**src/rtl/trigger_conditioner.sv**
```systemverilog
// Push-button conditioner: two-flop synchroniser, stability-count debouncer and
// press/hold-to-repeat FSM producing a registered single-cycle trigger pulse.
module trigger_conditioner #(
  parameter int DEBOUNCE_CYCLES = 1000000,
  parameter int REPEAT_EN       = 0,
  parameter int HOLD_DELAY      = 50000000,
  parameter int REPEAT_PERIOD   = 10000000
) (
  input  logic clk,
  input  logic reset,
  input  logic btn_in,
  output logic btn_level,
  output logic trigger
);

  localparam int DB_W   = $clog2(DEBOUNCE_CYCLES);
  localparam int HC_MAX = (HOLD_DELAY > REPEAT_PERIOD) ? HOLD_DELAY : REPEAT_PERIOD;
  localparam int HC_W   = $clog2(HC_MAX);

  localparam logic [DB_W-1:0] DB_LAST   = DB_W'(DEBOUNCE_CYCLES - 1);
  localparam logic [HC_W-1:0] HOLD_LAST = HC_W'(HOLD_DELAY - 1);
  localparam logic [HC_W-1:0] REP_LAST  = HC_W'(REPEAT_PERIOD - 1);

  typedef enum logic [1:0] {
    IDLE,
    HOLD,
    REPEAT
  } state_t;

  logic            sync1;
  logic            sync;
  logic [DB_W-1:0] db_cnt;
  logic [HC_W-1:0] hcnt;
  state_t          state;

  always_ff @(posedge clk or negedge reset) begin
    if (!reset) begin
      sync1 <= 1'b0;
      sync  <= 1'b0;
    end else begin
      sync1 <= btn_in;
      sync  <= sync1;
    end
  end

  // The count only advances while the synchronised input disagrees with the
  // accepted level, so any single agreeing cycle restarts the stability window.
  always_ff @(posedge clk or negedge reset) begin
    if (!reset) begin
      db_cnt    <= '0;
      btn_level <= 1'b0;
    end else if (sync != btn_level) begin
      if (db_cnt == DB_LAST) begin
        btn_level <= sync;
        db_cnt    <= '0;
      end else begin
        db_cnt <= db_cnt + DB_W'(1);
      end
    end else begin
      db_cnt <= '0;
    end
  end

  // Release is tested before any expiry so a release coinciding with a
  // hold/repeat expiry never emits a pulse.
  always_ff @(posedge clk or negedge reset) begin
    if (!reset) begin
      state   <= IDLE;
      hcnt    <= '0;
      trigger <= 1'b0;
    end else begin
      trigger <= 1'b0;
      case (state)
        IDLE: begin
          if (btn_level) begin
            trigger <= 1'b1;
            hcnt    <= '0;
            state   <= HOLD;
          end
        end
        HOLD: begin
          if (!btn_level) begin
            state <= IDLE;
          end else if (hcnt == HOLD_LAST) begin
            if (REPEAT_EN != 0) begin
              trigger <= 1'b1;
              hcnt    <= '0;
              state   <= REPEAT;
            end
          end else begin
            hcnt <= hcnt + HC_W'(1);
          end
        end
        REPEAT: begin
          if (!btn_level) begin
            state <= IDLE;
          end else if (hcnt == REP_LAST) begin
            trigger <= 1'b1;
            hcnt    <= '0;
          end else begin
            hcnt <= hcnt + HC_W'(1);
          end
        end
        default: state <= IDLE;
      endcase
    end
  end

endmodule

```
**config.mk**
```make
export PLATFORM = sky130hd
export DESIGN_NAME = trigger_conditioner
export DESIGN_NICKNAME = d
export VERILOG_FILES = /design/src/rtl/trigger_conditioner.sv
export SDC_FILE = /design/constraint.sdc
export NUM_CORES = 1
export LEC_CHECK = 0
export ABC_AREA = 1
export BUFFER_PORTS_ARGS = -buffer_cell sky130_fd_sc_hd__buf_2
export CAP_MARGIN = 10
export CELL_PAD_IN_SITES_DETAIL_PLACEMENT = 0
export CELL_PAD_IN_SITES_GLOBAL_PLACEMENT = 1
export CORE_ASPECT_RATIO = 1.4
export CORE_MARGIN = 2
export CORE_UTILIZATION = 42
export CTS_BUF_LIST = sky130_fd_sc_hd__clkbuf_8
export CTS_CLUSTER_DIAMETER = 200
export CTS_CLUSTER_SIZE = 16
export DETAILED_ROUTE_END_ITERATION = 10
export PLACE_DENSITY_LB_ADDON = 0.1
export SYNTH_ARGS = -nofsm -noshare
export SYNTH_HDL_FRONTEND = slang
export SYNTH_SLANG_ARGS = --single-unit
```
**constraint.sdc**
```tcl
create_clock -name clk -period 1.3 [get_ports clk]
set_input_delay 0.195 -clock clk [delete_from_list [all_inputs] [get_ports clk]]
set_output_delay 0.195 -clock clk [all_outputs]
set_load 0.01 [all_outputs]
```
==> results of run 1 <==
[worst min-delay path by stage]
stage | slack (ns) | start | to | cells after the start
after floorplan | -0.10 | reset | btn_level$_DFFE_PN0P_ | 0
after global placement | 0.22 | reset | db_cnt[15]$_DFF_PN0_ | 1
after detailed placement | 0.22 | reset | db_cnt[15]$_DFF_PN0_ | 1
after CTS | 0.02 | btn_in | sync1$_DFF_PN0_ | 1
after global routing | 0.01 | btn_in | sync1$_DFF_PN0_ | 1
final | 0.02 | btn_in | sync1$_DFF_PN0_ | 1
[timing repair]
| item | 4_1_cts | 5_1_grt |
|---|---|---|
| resized for setup | 6 | 14 |
| endpoints found under the hold margin | 25 | 0 |
| pin swaps | 1 | 7 |
| setup buffers | 1 | 3 |
| endpoints found under the setup margin | 13 | 17 |
| hold buffers | 1 | 0 |
[synth_stat cells (all sizes together)]
library cell  count  area [µm²]
xor2              8        77.6
nor2             43         209
nand3            17         105
nand4             3        18.8
nor3b             1        7.51
a21oi             3        15.0
nand2            29         129
o21ai             3        15.0
inv              16        60.1
nor3              3        15.0
dfrtp            25         626
ha                2        25.0
o21bai            1        7.51
or2               1        6.26
xnor2             4        35.0
[cell usage in the layout (no fill, tap or decap), types with 4 or more instances in the layout]
| cell | count |
|---|---|
| buf_2 | 4 |
| buf_4 | 16 |
| dfrtp_1 | 23 |
| inv_1 | 13 |
| nand2_1 | 23 |
| nand2_2 | 4 |
| nand3_1 | 11 |
| nor2_1 | 29 |
| nor2_2 | 8 |
| nor2_4 | 6 |
| xnor2_1 | 4 |
| xor2_1 | 7 |
[power breakdown]
group / switching, mW / internal [mW] / leakage, nW / total (mW)
combinational: 0.0459 / 0.0300 / 0.378 / 0.0759
clock: 0.255 / 0.215 / 0.0255 / 0.470
sequential: 0.00841 / 0.788 / 0.339 / 0.796
total: 0.309 / 1.03 / 0.743 / 1.34
[layout make-up]
type | count | area (µm²) | share of cell area (%)
multi-input combinational | 118 | 752 | 44.3
inverter | 16 | 60.1 | 3.54
timing repair buffer | 22 | 161 | 9.51
tap | 39 | 48.8 | 2.88
clock inverter | 1 | 5.00 | 0.295
sequential | 25 | 628 | 37.0
clock buffer | 3 | 41.3 | 2.43
[routing by layer]
metal  wire [µm]  vias up  global-route usage, %
met4          55        0                   5.56
met5           0        -                      0
li1            -      554                      -
met1        1240      530                   22.2
met2        1520       18                   30.9
met3          60        6                   2.53
[per-stage QoR]
stage / setup TNS, ns / total power, mW
2_1_floorplan: 0 / 0.837
3_3_place_gp: -0.468 / 0.871
3_5_place_dp: -0.973 / 0.872
4_1_cts: 0 / 1.34
5_1_grt: -0.999 / 1.40
6_report: 0 / 1.34
[kinds of logic (layout without fill, tap and decap cells)]
group / count (synthesis) / in the layout / synth area share [%]
flip-flops: 25 / 25 / 46.3
AO/OA/AOI/OAI: 7 / 7 / 2.78
XOR/XNOR: 12 / 12 / 8.33
adder cells (fa/ha/maj): 2 / 2 / 1.85
buffers and inverters: 16 / 42 / 4.44
AND/OR/NAND/NOR: 97 / 97 / 36.3
[registers in the layout, summed over array words and instances, names as in the netlist]
| signal | cells |
|---|---|
| sync1 | 1 |
| trigger | 1 |
| state | 1 |
| db_cnt | 20 |
| sync | 1 |
| btn_level | 1 |
[critical path: cells and delay by family, from the launching register on]
family / cells / cell delay (ns)
and+or+nand+nor: 5 / 0.74
DFF: 1 / 0.45
==> impl_results.md, run 1 <==
* Critical path required time at approximately 1.5 ns
* Unrepaired setup endpoints after global routing: yes
* Post-route ant nets at 0
* Number of remaining DRC errors at 0
* # port buffers at 4
* Skew-Pair Late Insertion Delay at 0.27 ns
* Pwr/cell area at 791 nW/µm²
* Placed cell areas at 1520 µm²
* TritonCTS clock tree: built
* Critical path capture point type: flop
* Layout cells sized above 1 at 33.0%
* Clock transition at path regs at about 0.090 ns
* CP Cell Sequence: or2_2 > nor2_1 > nand3_2 > nand3_1 > nor2_1
* Hold Crit Class: in -> reg
* Peak VDD IR at approximately 660 µV
* Slew Viols, Final at 0
* Avg Cell Area, Syn at approximately 8.5 µm²
* Register bit total from synthesis at 25
* Drt total wl at 2.88 mm
* TritonCTS Buffers at 3
* Critical setup path kind: reg -> reg
* Worst Slack Setup Final at 0.0150 ns
* Largest net degree at the start of global routing at 26
* Die area at 3690 µm²
* Placer Congestion at 0.903
* Crit-path max FO at 6
* Post-Syn Nets at 164
* Most Frequent Cell on Critical Path: nor2_1
* Final min period at 1.29 ns
* Lkg Pwr at 0.743 nW
* Setup slack at placement at -0.0988 ns
* Critical path arrival at 1.46 ns
* H-tree Lvls at 1
* Post-synthesis sequential area ratio at between 40 and 50%
* Vias in the first global route at about 1100
* Die width at 51.9 µm
* First-pass GRT wire length at 5.01 mm
* DRT Pass-1 Iters at 4
* Yosys warns at 0
* DPL Wire Length at ~2.1 mm
* Fin. Hold Viols at 0
* Final non-filler cell total at 224
* Remaining global-route overflow at 0
* Final Cell Area at 1700 µm²
* FF-to-FF path depth at 5
* Number of max-cap violations at 0
* Startpoint types: flop
* Setup crit end: db_cnt[17]$_DFF_PN0_
* Diodes inserted at 0
* Synth Instances at 159
* Starting Density at between 40% and 50%
* Reg2reg setup slack at 0.01 ns
* Row cnt at 24
* F_max at 778 MHz
* Nets at 191
* Slew headroom at 62.3%
* Status: complete, no violations
* Yosys cell types at 22
* Final setup fails at 0
* DR vias at 1108
* Core Box Area at 3090 µm²
* Hold Slack at around 0.021 ns
* Clk root buf: clkbuf_8
* Initial antenna violation count at 0
* Initial DRC count at 25
* Area Overhead vs Synth at 25.6%
* Num ports at 5
* Final Skew at 0.00884 ns
* Slowest stage cell on the critical path: dfrtp_1
* Fillers at 297
* Wire per inst at ~13 µm
* Delay of the slowest critical-path stage at 0.45 ns
* Clock Sinks at 25
* Reg2Reg Launch Point: db_cnt[10]$_DFF_PN0_
* Tcrit/Tclk final at 98.8%
* Worst-margin pin slew at 0.566 ns
* DP Cell Count at between 200 and 250
* Mapped Area at 1350 µm²
* DR vias/cell at 4.95
* CTS max path bufs at 2
* Die H at 71.1 µm
* GRT Util Overall at around 18%
* Reg-to-Reg End: db_cnt[17]$_DFF_PN0_
* Fin util at approximately 55%
* Critical path startpoint: db_cnt[10]$_DFF_PN0_
Power figures use the tool's default switching activity.
==> inputs of run 2 (changes only) <==
Settings changed: HOLD_SLACK_MARGIN set to 0.05, SETUP_SLACK_MARGIN set to 0.4.
==> run 2 against run 1 <==
Largest power group unchanged. Worst hold slack got worse by 0.13 ns. Highest routed layer unchanged. Fmax decreased by 4.2%. Flip-flop and latch count unchanged. The flow now finishes with violations (hold timing, setup timing). Count of clock-buffer cells in the layout unchanged. Total power increased by 2.9%. Wire length increased by 8.2%. Core utilization increased by 4.7 points. Critical path depth increased by 1. Setup slack got worse by 0.057 ns. Die area unchanged. Cell area increased by 8.6%. Cell count increased by 1.8%.
==> impl_results.md, run 2 (synthesized netlist as in run 1, its figures left out) <==
* Clock Sinks at 25 (unchanged)
* Storage cell area at 632 µm² (was 628 µm²)
* Final setup fails at 8 (was 0)
* Slew Viols, Final at 0 (unchanged)
* Status: finished with violations (was complete, no violations)
* Clk root buf: clkbuf_8 (unchanged)
* Number of max-cap violations at 0 (unchanged)
* GRT Util Overall at 19.5% (was 17.8%)
* Worst-margin pin slew at 0.558 ns (was 0.566 ns)
* DR vias/cell at 4.89 (was 4.95)
* Final non-filler cell total at 228 (was 224)
* Number of remaining DRC errors at 0 (unchanged)
* Worst Slack Setup Final at -0.0419 ns (was 0.0150 ns)
* Final Skew at 0.00858 ns (was 0.00884 ns)
* Initial antenna violation count at 0 (unchanged)
* DRT Pass-1 Iters at 4 (unchanged)
* DPL Wire Length at 2.20 mm (was 2.11 mm)
* DP Cell Count at 211 (was 215)
* Unrepaired setup endpoints after global routing: yes (unchanged)
* Hold_buf cts at 1 (unchanged)
* Row cnt at 24 (unchanged)
* Vias in the first global route at 1198 (was 1105)
* # port buffers at 4 (unchanged)
* Slew headroom at 62.8% (was 62.3%)
* Critical path capture point type: flop (unchanged)
* Remaining global-route overflow at 0 (unchanged)
* Critical path arrival at 1.52 ns (was 1.46 ns)
* Fin util at 59.6% (was 54.9%)
* Num ports at 5 (unchanged)
* Die area at 3690 µm² (unchanged)
* Tcrit/Tclk final at 103% (was 98.8%)
* Core Box Area at 3090 µm² (unchanged)
* Die H at 71.1 µm (unchanged)
* Drt total wl at 3.11 mm (was 2.88 mm)
* TritonCTS Buffers at 3 (unchanged)
* Failing checks: hold timing, setup timing
* TritonCTS clock tree: built (unchanged)
* Critical setup path kind: reg -> reg (unchanged)
* Wire per inst at 13.7 µm (was 12.8 µm)
* Fillers at 261 (was 297)
* F_max at 745 MHz (was 778 MHz)
* Diodes inserted at 0 (unchanged)
* Die width at 51.9 µm (unchanged)
* Largest net degree at the start of global routing at 26 (unchanged)
* Area Overhead vs Synth at 36.4% (was 25.6%)
* Fin. Hold Viols at 25 (was 0)
* Layout cells sized above 1 at 42.3% (was 33.0%)
* Largest Register: db_cnt (unchanged)
* Reg2reg setup slack at -0.04 ns (was 0.01 ns)
* Commonest non-fill, non-tap cell in the layout: nor2_1 (unchanged)
* Starting Density at 43.7% (unchanged)
* Initial DRC count at 10 (was 25)
* Lkg Pwr at 0.777 nW (was 0.743 nW)
* Peak VDD IR at 740 µV (was 658 µV)
* Skew-Pair Late Insertion Delay at 0.28 ns (was 0.27 ns)
* Crit-path max FO at 7 (was 6)
* Max reg flops at 20 (unchanged)
* Placer Congestion at 0.830 (was 0.903)
* Nets at 195 (was 191)
* Post-route ant nets at 0 (unchanged)
* First-pass GRT wire length at 5.35 mm (was 5.01 mm)
* Startpoint types: flop (unchanged)
* Multi-input logic area at 843 µm² (was 752 µm²)
* Hold Slack at -0.114 ns (was 0.0213 ns)
* Critical path required time at 1.48 ns (was 1.47 ns)
* Hold Crit Class: in -> async (was in -> reg)
* DR vias at 1114 (was 1108)
* Commonest non-fill, non-tap cells in the layout: nor2_1 (26), nand2_1 (22), dfrtp_1 (20) (was nor2_1 (29), nand2_1 (23), dfrtp_1 (23))
* Final min period at 1.34 ns (was 1.29 ns)
* Pwr/cell area at 749 nW/µm² (was 791 nW/µm²)
* CTS max path bufs at 2 (unchanged)
* H-tree Lvls at 1 (unchanged)
* Clock transition at path regs at 0.09 ns (about the same)
-- run 2: final timing paths --
| kind | to | startpoint | cells after the start |
|---|---|---|---|
| worst max register to register | db_cnt[3]$_DFF_PN0_ | db_cnt[0]$_DFF_PN0_ | 6 |
| worst min register to register | sync$_DFF_PN0_ | sync1$_DFF_PN0_ | 0 |
| worst max-delay path | db_cnt[3]$_DFF_PN0_ | db_cnt[0]$_DFF_PN0_ | 6 |
| max in group asynchronous | db_cnt[10]$_DFF_PN0_ | reset | 1 |
| min in group clk | sync$_DFF_PN0_ | sync1$_DFF_PN0_ | 0 |
| worst min-delay path | db_cnt[4]$_DFF_PN0_ | reset | 1 |
-- run 2: final cells by class --
cell class	count	share of cell area [%]
clock buffers	3	2.24
clock inverters	1	0.407
inverters	16	3.53
multi-input cells	118	45.8
flip-flops and latches	25	34.3
well taps	39	2.65
repair buffers	26	11.1
-- run 2: critical path, stage by stage (launching register included) --
cell and delay (ns):
dfrtp_1 0.41, ha_4 0.17, nand3_4 0.11, nor2_4 0.20
nand3_4 0.16, nand2_8 0.14, nor2_1 0.05
-- run 2: power by group --
part	switching [mW]	internal, mW	total, mW	leakage [nW]
Clock	0.265	0.218	0.484	0.0217
Combinational	0.0546	0.0436	0.0982	0.422
Sequential	0.0107	0.788	0.798	0.334
-- run 2: routing by layer --
metal,vias up,share of wire [%],wire length (µm),GRT usage (%)
li1,558,-,-,-
met1,535,42,1320,24.1
met2,12,52,1630,32.5
met3,9,1.8,57,2.53
met4,0,3.4,106,10.2
met5,-,0,0,0
-- run 2: timing repair --
action,in CTS,in global routing
resized for setup,9,27
setup buffers,7,5
setup endpoints to repair,24,24
hold endpoints to repair,26,25
pin swaps,6,2
-- run 2: per-stage QoR --
step                total power, mW  instance area [µm²]  setup WS (ns)  TNS [ns]
global route                   1.43                 1840         -0.127     -1.61
floorplan                     0.847                 1410          0.128         0
global placement              0.875                 1550        -0.0344   -0.0344
detailed placement            0.878                 1550        -0.0461   -0.0476
CTS                            1.38                 1700         0.0168         0
finish                         1.38                 1840        -0.0419    -0.191
